[config.mk]
export PLATFORM = sky130hd
export DESIGN_NAME = keypad_scan_ctrl
export DESIGN_NICKNAME = d
export VERILOG_FILES = /design/src/rtl/keypad_pkg.sv /design/src/rtl/keypad_row_sync.sv /design/src/rtl/keypad_scan_ctrl.sv
export SDC_FILE = /design/constraint.sdc
export NUM_CORES = 1
export LEC_CHECK = 0
export BUFFER_PORTS_ARGS = -buffer_cell sky130_fd_sc_hd__buf_2
export CORE_ASPECT_RATIO = 1.4
export CORE_UTILIZATION = 45
export CTS_BUF_LIST = sky130_fd_sc_hd__clkbuf_16
export DETAILED_ROUTE_END_ITERATION = 12
export SLEW_MARGIN = 20
export SYNTH_ARGS = -nofsm -noshare
export SYNTH_HDL_FRONTEND = slang
export SYNTH_HIERARCHICAL = 1
export SYNTH_SLANG_ARGS = --single-unit
[constraint.sdc]
create_clock -name CLK -period 2.2 [get_ports CLK]
set_input_delay 0.11 -clock CLK [delete_from_list [all_inputs] [get_ports CLK]]
set_output_delay 0.11 -clock CLK [all_outputs]
set_load 0.01 [all_outputs]
[src/rtl/keypad_pkg.sv]
// Shared types and sizing helpers for the matrix keypad scanner.
package keypad_pkg;

  // Scanner FSM states.
  typedef enum logic [1:0] {
    SCAN     = 2'd0,
    DEBOUNCE = 2'd1,
    PRESSED  = 2'd2,
    RELEASE  = 2'd3
  } kp_state_e;

  // Width of the shared press/release debounce counter.
  localparam int DB_CNT_W = 16;

  // Width of a key code able to hold every col*rows+row value (never zero).
  function automatic int code_width(input int rows, input int cols);
    return (rows * cols > 1) ? $clog2(rows * cols) : 1;
  endfunction

  // Width of an index into a set of n items (never zero).
  function automatic int idx_width(input int n);
    return (n > 1) ? $clog2(n) : 1;
  endfunction

endpackage

[src/rtl/keypad_row_sync.sv]
// Two-flop synchroniser for the asynchronous, active-low row pins.
// Resets to all-ones so no key appears pressed out of reset.
module keypad_row_sync #(
  parameter int ROWS = 4
) (
  input  logic            CLK,
  input  logic            RST,
  input  logic [ROWS-1:0] row_async,
  output logic [ROWS-1:0] row_sync
);

  generate
    for (genvar gi = 0; gi < ROWS; gi++) begin : g_bit
      logic meta_reg;
      logic sync_reg;

      // Per-row two-stage capture of the raw pin.
      always_ff @(posedge CLK) begin
        if (RST) begin
          meta_reg <= 1'b1;
          sync_reg <= 1'b1;
        end else begin
          meta_reg <= row_async[gi];
          sync_reg <= meta_reg;
        end
      end

      assign row_sync[gi] = sync_reg;
    end
  endgenerate

endmodule

[src/rtl/keypad_scan_ctrl.sv]
// Matrix keypad scanner: drives one column low at a time, debounces a single
// candidate key with a shared counter, reports it on a valid/ready port and
// debounces its release before scanning resumes.
module keypad_scan_ctrl
  import keypad_pkg::*;
#(
  parameter int ROWS     = 4,
  parameter int COLS     = 4,
  parameter int SETTLE   = 16,
  parameter int DB_COUNT = 255,
  parameter int CODE_W   = code_width(ROWS, COLS)
) (
  input  logic              CLK,
  input  logic              RST,
  input  logic [ROWS-1:0]   ROW_IN,
  output logic [COLS-1:0]   COL_OUT,
  output logic [CODE_W-1:0] KEY_CODE,
  output logic              KEY_VALID,
  input  logic              KEY_READY,
  output logic              KEY_HELD
);

  localparam int ROW_W = idx_width(ROWS);
  localparam int COL_W = idx_width(COLS);
  localparam int SET_W = idx_width(SETTLE);

  localparam logic [SET_W-1:0]    SETTLE_LAST = SET_W'(SETTLE - 1);
  localparam logic [DB_CNT_W-1:0] DB_LAST     = DB_CNT_W'(DB_COUNT - 1);
  localparam logic [COL_W-1:0]    COL_LAST    = COL_W'(COLS - 1);

  logic [ROWS-1:0]     row_sync;
  logic [ROWS-1:0]     rows;          // 1 = pressed
  logic [ROW_W-1:0]    low_row;
  logic                cand_pressed;
  logic [COL_W-1:0]    col_inc;

  kp_state_e           state_reg, state_next;
  logic [COL_W-1:0]    col_idx_reg, col_idx_next;
  logic [SET_W-1:0]    settle_cnt_reg, settle_cnt_next;
  logic [DB_CNT_W-1:0] db_cnt_reg, db_cnt_next;
  logic [ROW_W-1:0]    cand_row_reg, cand_row_next;
  logic [COLS-1:0]     col_out_reg, col_out_next;
  logic [CODE_W-1:0]   key_code_reg, key_code_next;
  logic                key_valid_reg, key_valid_next;
  logic                key_held_reg, key_held_next;

  keypad_row_sync #(
    .ROWS(ROWS)
  ) u_row_sync (
    .CLK       (CLK),
    .RST       (RST),
    .row_async (ROW_IN),
    .row_sync  (row_sync)
  );

  assign rows         = ~row_sync;
  assign cand_pressed = rows[cand_row_reg];
  assign col_inc      = (col_idx_reg == COL_LAST) ? '0 : col_idx_reg + 1'b1;

  // Priority encoder: lowest pressed row on the driven column.
  always_comb begin
    low_row = '0;
    for (int i = ROWS - 1; i >= 0; i--) begin
      if (rows[i]) low_row = ROW_W'(i);
    end
  end

  // Column drive is registered from the next column index so it changes on
  // the same edge that starts the new settle window.
  generate
    for (genvar gi = 0; gi < COLS; gi++) begin : g_col
      assign col_out_next[gi] = (col_idx_next != COL_W'(gi));
    end
  endgenerate

  // Next-state, counter and output-register logic.
  always_comb begin
    state_next      = state_reg;
    col_idx_next    = col_idx_reg;
    settle_cnt_next = settle_cnt_reg;
    db_cnt_next     = db_cnt_reg;
    cand_row_next   = cand_row_reg;
    key_code_next   = key_code_reg;
    key_valid_next  = key_valid_reg;
    key_held_next   = key_held_reg;

    unique case (state_reg)
      SCAN: begin
        if (settle_cnt_reg == SETTLE_LAST) begin
          settle_cnt_next = '0;
          if (rows == '0) begin
            col_idx_next = col_inc;
          end else begin
            cand_row_next = low_row;
            db_cnt_next   = '0;
            state_next    = DEBOUNCE;
          end
        end else begin
          settle_cnt_next = settle_cnt_reg + 1'b1;
        end
      end

      DEBOUNCE: begin
        if (cand_pressed) begin
          if (db_cnt_reg == DB_LAST) begin
            key_code_next  = CODE_W'(int'(col_idx_reg) * ROWS + int'(cand_row_reg));
            key_valid_next = 1'b1;
            key_held_next  = 1'b1;
            db_cnt_next    = '0;
            state_next     = PRESSED;
          end else begin
            db_cnt_next = db_cnt_reg + 1'b1;
          end
        end else begin
          // Candidate dropped out: give up and move on to the next column.
          col_idx_next    = col_inc;
          settle_cnt_next = '0;
          db_cnt_next     = '0;
          state_next      = SCAN;
        end
      end

      PRESSED: begin
        if (key_valid_reg && KEY_READY) begin
          key_valid_next = 1'b0;
          db_cnt_next    = '0;
          state_next     = RELEASE;
        end
      end

      RELEASE: begin
        if (cand_pressed) begin
          db_cnt_next = '0;
        end else if (db_cnt_reg == DB_LAST) begin
          key_held_next   = 1'b0;
          col_idx_next    = col_inc;
          settle_cnt_next = '0;
          db_cnt_next     = '0;
          state_next      = SCAN;
        end else begin
          db_cnt_next = db_cnt_reg + 1'b1;
        end
      end

      default: state_next = SCAN;
    endcase
  end

  // State and output registers; reset discards any pending event.
  always_ff @(posedge CLK) begin
    if (RST) begin
      state_reg      <= SCAN;
      col_idx_reg    <= '0;
      settle_cnt_reg <= '0;
      db_cnt_reg     <= '0;
      cand_row_reg   <= '0;
      col_out_reg    <= ~COLS'(1);
      key_code_reg   <= '0;
      key_valid_reg  <= 1'b0;
      key_held_reg   <= 1'b0;
    end else begin
      state_reg      <= state_next;
      col_idx_reg    <= col_idx_next;
      settle_cnt_reg <= settle_cnt_next;
      db_cnt_reg     <= db_cnt_next;
      cand_row_reg   <= cand_row_next;
      col_out_reg    <= col_out_next;
      key_code_reg   <= key_code_next;
      key_valid_reg  <= key_valid_next;
      key_held_reg   <= key_held_next;
    end
  end

  assign COL_OUT   = col_out_reg;
  assign KEY_CODE  = key_code_reg;
  assign KEY_VALID = key_valid_reg;
  assign KEY_HELD  = key_held_reg;

endmodule

==> results of run 1 <==
-- cells in the mapped netlist (all sizes together) (2+ instances only) --
library cell,instances
dfxtp,44
nor2,29
nor3,14
nand2,13
a21oi,10
nand3,10
or2,9
mux2i,8
nand4,8
xnor2,8
buf,6
inv,6
o21ai,6
xor2,6
a211oi,4
and4,4
clkbuf,4
ha,4
nor4b,4
nor4,3
a31oi,2
a41oi,2
nor2b,2
nor3b,2
o31a,2
-- logic make-up after synthesis --
kind of cell | after synthesis
compound gates | 32
xor+xnor | 14
fa+ha+maj | 5
buf+inv | 17
flops | 44
mux | 9
simple gates | 102
-- worst register-to-register path, delay by kind of cell, from the launching register on --
kind / cells / cell delay (ns)
buf+inv: 1 / 0.17
simple gates: 3 / 0.61
flops: 1 / 0.38
mux: 2 / 0.76
-- per-layer routing --
layer	track usage (%)	vias up
li1	-	855
met1	20.9	775
met2	34.5	27
met3	5.04	10
met4	11.0	0
met5	0	-
-- through the flow --
stage	power [mW]	worst slack, ns	hold WS, ns	cells	area (um2)
final	1.59	0.154	0.00631	317	2420
after global routing	1.65	0.0288	0.00123	317	2420
after CTS	1.61	0.0825	0.000111	317	2420
after detailed placement	0.888	0.110	0.292	306	2240
after global placement	0.887	0.176	0.287	306	2240
after floorplan	0.877	0.383	0.207	223	2050
-- how the worst max path moves through the flow --
| stage | slack (ns) | endpoint | depth (start not counted) |
|---|---|---|---|
| floorplan | 0.38 | KEY_CODE[0]$_SDFFE_PP0P_ | 6 |
| global placement | 0.18 | db_cnt_reg[5]$_SDFFE_PP0P_ | 5 |
| detailed placement | 0.11 | db_cnt_reg[9]$_SDFFE_PP0P_ | 6 |
| CTS | 0.08 | db_cnt_reg[9]$_SDFFE_PP0P_ | 6 |
| global route | 0.03 | col_idx_reg[0]$_SDFF_PP0_ | 7 |
| finish | 0.15 | KEY_CODE[2]$_SDFFE_PP0P_ | 6 |
-- layout make-up --
type                       count  area share (%)
inverter                       6           0.930
sequential                    44            36.4
timing repair buffer          37            10.1
clock buffer                   5            5.17
multi-input combinational    162            43.5
clock inverter                 3           0.775
tap                           60            3.10
-- what timing repair did --
item / 4_1_cts / 5_1_grt
hold buffers: 3 / 0
hold endpoints to repair: 3 / 0
resized for setup: 0 / 1
setup endpoints to repair: 0 / 5
-- power by group --
group          switching [mW]  internal, mW  total (mW)  leakage, nW
Sequential            0.00871         0.810       0.819        0.357
Clock                   0.296         0.416       0.712       0.0635
Combinational          0.0298        0.0260      0.0557        0.499
==> impl_results.md, run 1 <==
- Status: finished, final reports clean
- H-tree Lvls: 2
- FF+latch count, synth: 44
- Drt initial violations: 52
- Worst-path clk slew: 0.06 ns
- TritonRoute pass-1 iters: 6
- Min-delay worst type: primary input to register
- Metal3 WL: 129 um
- Worst VDD drop: 0.000341 V
- CP startpoint kind: register
- Rel. slew slack: 62.2%
- Main combinational cell family by area after synthesis: simple AND/OR/NAND/NOR gates
- First-pass GRT wire length: 6.95 mm
- Crit path kind: register to register
- Final setup fails: 0
- GPL Wtd Cong: 0.802
- Die width: 59.0 um
- Synth unique cells: 45
- Initial antenna violation count: 0
- Worst hold endpoint: u_row_sync/g_bit[2].meta_reg$_SDFF_PP1_
- Post-synth EDFFs: 0
- Setup TNS: 0 ns
- Worst path bufs/invs: 1
- Cell count after synthesis: 223
- CP Cell Sequence: mux4_2 > buf_4 > or2_4 > nor3_4 > mux2i_1 > nor2_1
- Grt ovf: 0
- Hold Crit Start: ROW_IN[2]
- Clock net sink count: 44
- FILL cells: 406
- YS warnings: 6
- Tmin final: 2.05 ns
- Commonest non-fill, non-tap cells in the layout: dfxtp_1 (44), nor2_1 (29), buf_4 (18)
- Biggest cell delay along the critical path: 0.54 ns
- Area grow syn2layout: 18.1%
- Nets: 267
- Worst EP required: 2.36 ns
- DR vias/cell: 5.26
- Ys async rst share: 0%
- Simple-gate portion of the synthesized area: 27.0%
- FF-to-FF Start: cand_row_reg[0]$_SDFFE_PP0P_
- RR Endpoint: KEY_CODE[2]$_SDFFE_PP0P_
- Die Y-Extent: 81.9 um
- Final hold vios: 0
- Adder-cell share of the synthesized area: 2.93%
- IO buf count: 16
- Sequential fraction of the synthesis area: 43.0%
- Uppermost routed layer: met4
- Layout Utilization: 56.2%
- Setup Skew: 0.00692 ns
- Vias: 1667
- Leading area contributor after synthesis: dfxtp_1
- Io pins: 17
- Commonest non-fill, non-tap cell in the layout: dfxtp_1
- Post-synth top area share: 43.0%
- Worst Path Max Fanout: 5
- Clock Tree Root: clkbuf_16
- CTS tree: built
- Layout cells sized above 1: 19.1%
- Leakage: 0.920 nW
- Crit path arrival time: 2.21 ns
- Final period utilization: 93.0%
- R2R setup slack: 0.15 ns
- Core footprint: 4310 um2
- Hold path depth: 2
- Die footprint: 4830 um2
- Sequential Area: 881 um2
- Syn Nets: 234
- Final Max Slew Viols: 0
- Crit end category: register
- Least-Margin Pin Slew: 0.563 ns
- Fmax: 489 MHz
- Vias in the first global route: 1577
- Synth Area in XOR/XNOR: 5.98%
- Met1 Wirelength: 1.84 mm
- Multi-input gate area: 1050 um2
- Unrepaired setup endpoints after global routing: false
- Post-synthesis mux area share: 5.01%
- CTS Buffer Depth: 2
- Pwr/cell area: 655 nW/um2
- Maxcap violations: 0
- N_diodes: 0
- Avg WL per Cell: 13.3 um
- Synthesized area: 2050 um2
- Hpwl dp: 2.99 mm
- Compound-gate portion of the synthesized area: 10.3%
- WL final: 4.23 mm
- Worst setup path startpoint: cand_row_reg[0]$_SDFFE_PP0P_
- Reg2Reg Depth: 6
- Overall Global Routing Usage: 19.6%
- Critical path's slowest cell: mux4_2
- Worst path top cell family by delay: multiplexers
- Antenna-violating nets left: 0
- Largest register FFs: 16
- Clock latency at the later pin of the worst-skew pair: 0.28 ns
- Top cells by area, synth: dfxtp_1 (43%), nor2_1 (5.3%), mux2i_1 (3.9%)
- Post-synth top flop: dfxtp_1
- Largest net degree at the start of global routing: 35
- Total CTS buffers: 5
- Std-Cell Rows: 28
- Avg Inst Size Synth: 9.19 um2
- Post-CTS Setup Bufs: 0
- Wire length on met2: 2.17 mm
- Initial core utilization: 47.6%
- DRC Markers: 0
Power figures use the tool's default switching activity.
==> inputs of run 2 (changes only) <==
CORE_MARGIN = 4   (was default)
==> run 2 against run 1 <==
Net effect: clock skew fell by 0.0040 ns; largest cell class unchanged; largest power group is now clock; cell count is 0.32% lower; total power increased by 14%; critical endpoint is now KEY_CODE[3]$_SDFFE_PP0P_; critical path type unchanged.
==> impl_results.md, run 2 (synthesized netlist as in run 1, its figures left out) <==
- CP Cell Sequence: mux4_2 > buf_4 > or2_4 > nor3_4 > mux2i_1 > nor2_1
- Fmax: 499 MHz
- Commonest non-fill, non-tap cell in the layout: dfxtp_1
- WL final: 4.28 mm
- Commonest non-fill, non-tap cells in the layout: dfxtp_1 (44), nor2_1 (29), buf_4 (20)
- Total CTS buffers: 5
- Crit path arrival time: 2.16 ns
- Biggest cell delay along the critical path: 0.53 ns
- Area grow syn2layout: 20.5%
- Std-Cell Rows: 28
- Drt initial violations: 101
- Worst hold margin: 0.00487 ns
- Setup TNS: 0 ns
- Largest net degree at the start of global routing: 35
- Maxcap violations: 0
- Pre-CTS setup slack: 0.0891 ns
- Power Total: 1.80 mW
- Rel. slew slack: 60.9%
- Min-delay worst type: primary input to register
- Vias in the first global route: 1606
- Vias: 1693
- Clock Tree Root: clkbuf_16
- Overall Global Routing Usage: 17.3%
- Power share of the combinational group: 3.2%
- Die footprint: 5710 um2
- Least-Margin Pin Slew: 0.583 ns
- IO buf count: 16
- GPL Wtd Cong: 0.808
- Clock net sink count: 44
- DRC Markers: 0
- Die width: 65.0 um
- Final Max Slew Viols: 0
- TritonRoute pass-1 iters: 4
- Avg WL per Cell: 13.5 um
- Worst-path clk slew: 0.06 ns
- Post-CTS Setup Bufs: 0
- CTS tree: built
- Worst VDD drop: 0.000509 V
- Initial core utilization: 47.6%
- Part of the power in the clock network: 51.3%
- Final hold vios: 0
- Core footprint: 4310 um2
- Critical path's slowest cell: mux4_2
- Nets: 267
- Antenna-violating nets left: 0
- Final setup fails: 0
- Tmin final: 2.00 ns
- Unrepaired setup endpoints after global routing: false
- Largest register FFs: 16
- Sw Pwr: 322 uW
- Initial antenna violation count: 0
- Grt ovf: 0
- Final WS setup: 0.197 ns
- Worst path top cell family by delay: multiplexers
- DP Area: 2260 um2
- Sw Ratio: 17.9%
- Final period utilization: 91.0%
- Setup Skew: 0.00296 ns
- Leakage: 0.952 nW
- CTS Buffer Depth: 2
- Post-route cell area: 2470 um2
- Worst path bufs/invs: 1
- Layout cells sized above 1: 19.9%
- Worst Path Max Fanout: 5
- DR vias/cell: 5.36
- FILL cells: 415
- Internal: 1.48 mW
- H-tree Lvls: 2
- Seq pwr share: 45.4%
- CP startpoint kind: register
- Clock latency at the later pin of the worst-skew pair: 0.28 ns
- Die Y-Extent: 87.9 um
- N_diodes: 0
- Status: finished, final reports clean
- First-pass GRT wire length: 7.60 mm
- Hpwl dp: 3.11 mm
- Crit path kind: register to register
- Crit end category: register
- Worst EP required: 2.36 ns
- Io pins: 17
- Pwr/cell area: 730 nW/um2
-- run 2: power by group through the flow --
stage / clock [mW] / combinational, mW / sequential [mW]
after CTS: 0.946 / 0.0584 / 0.819
after global placement: 0 / 0.0559 / 0.836
after global routing: 0.985 / 0.0663 / 0.820
after floorplan: 0 / 0.0432 / 0.834
final: 0.925 / 0.0585 / 0.819
after detailed placement: 0 / 0.0565 / 0.836
-- run 2: layout make-up --
class	count	area, um2	share of cell area [%]
clock buffer	5	125	5.07
timing repair buffer	37	240	9.73
clock inverter	2	60.1	2.43
sequential	44	881	35.7
tap	60	75.1	3.04
multi-input combinational	162	1070	43.2
inverter	6	22.5	0.912
-- run 2: timing repair --
action,CTS,global route
resized for setup,0,2
endpoints found under the setup margin,0,13
hold buffers,1,0
endpoints found under the hold margin,1,0
-- run 2: worst register-to-register path: cells and delay by family, from the launching register on --
family / cells / cell delay, ns
DFF: 1 / 0.36
and+or+nand+nor: 3 / 0.58
buffers and inverters: 1 / 0.17
muxes: 2 / 0.76
-- run 2: path summary, 6_finish.rpt --
check | slack, ns | to | from | cells after the start
min | 0.005 | u_row_sync/g_bit[1].meta_reg$_SDFF_PP1_ | ROW_IN[1] | 2
max reg2reg | 0.20 | KEY_CODE[3]$_SDFFE_PP0P_ | cand_row_reg[0]$_SDFFE_PP0P_ | 6
min reg2reg | 0.40 | u_row_sync/g_bit[3].sync_reg$_SDFF_PP1_ | u_row_sync/g_bit[3].meta_reg$_SDFF_PP1_ | 1
max | 0.20 | KEY_CODE[3]$_SDFFE_PP0P_ | cand_row_reg[0]$_SDFFE_PP0P_ | 6
-- run 2: routing by layer --
metal | vias to the layer above | global-route usage, % | routed length (um)
met5 | - | 0 | 0
met1 | 782 | 20.0 | 1850
li1 | 859 | - | -
met2 | 42 | 30.3 | 2140
met3 | 10 | 3.98 | 167
met4 | 0 | 7.92 | 123
-- run 2: stage by stage --
step,std cells,util [%]
floorplan,223,-
global placement,308,52.4
detailed placement,308,52.4
CTS,316,56.9
global route,316,57.3
finish,316,57.3
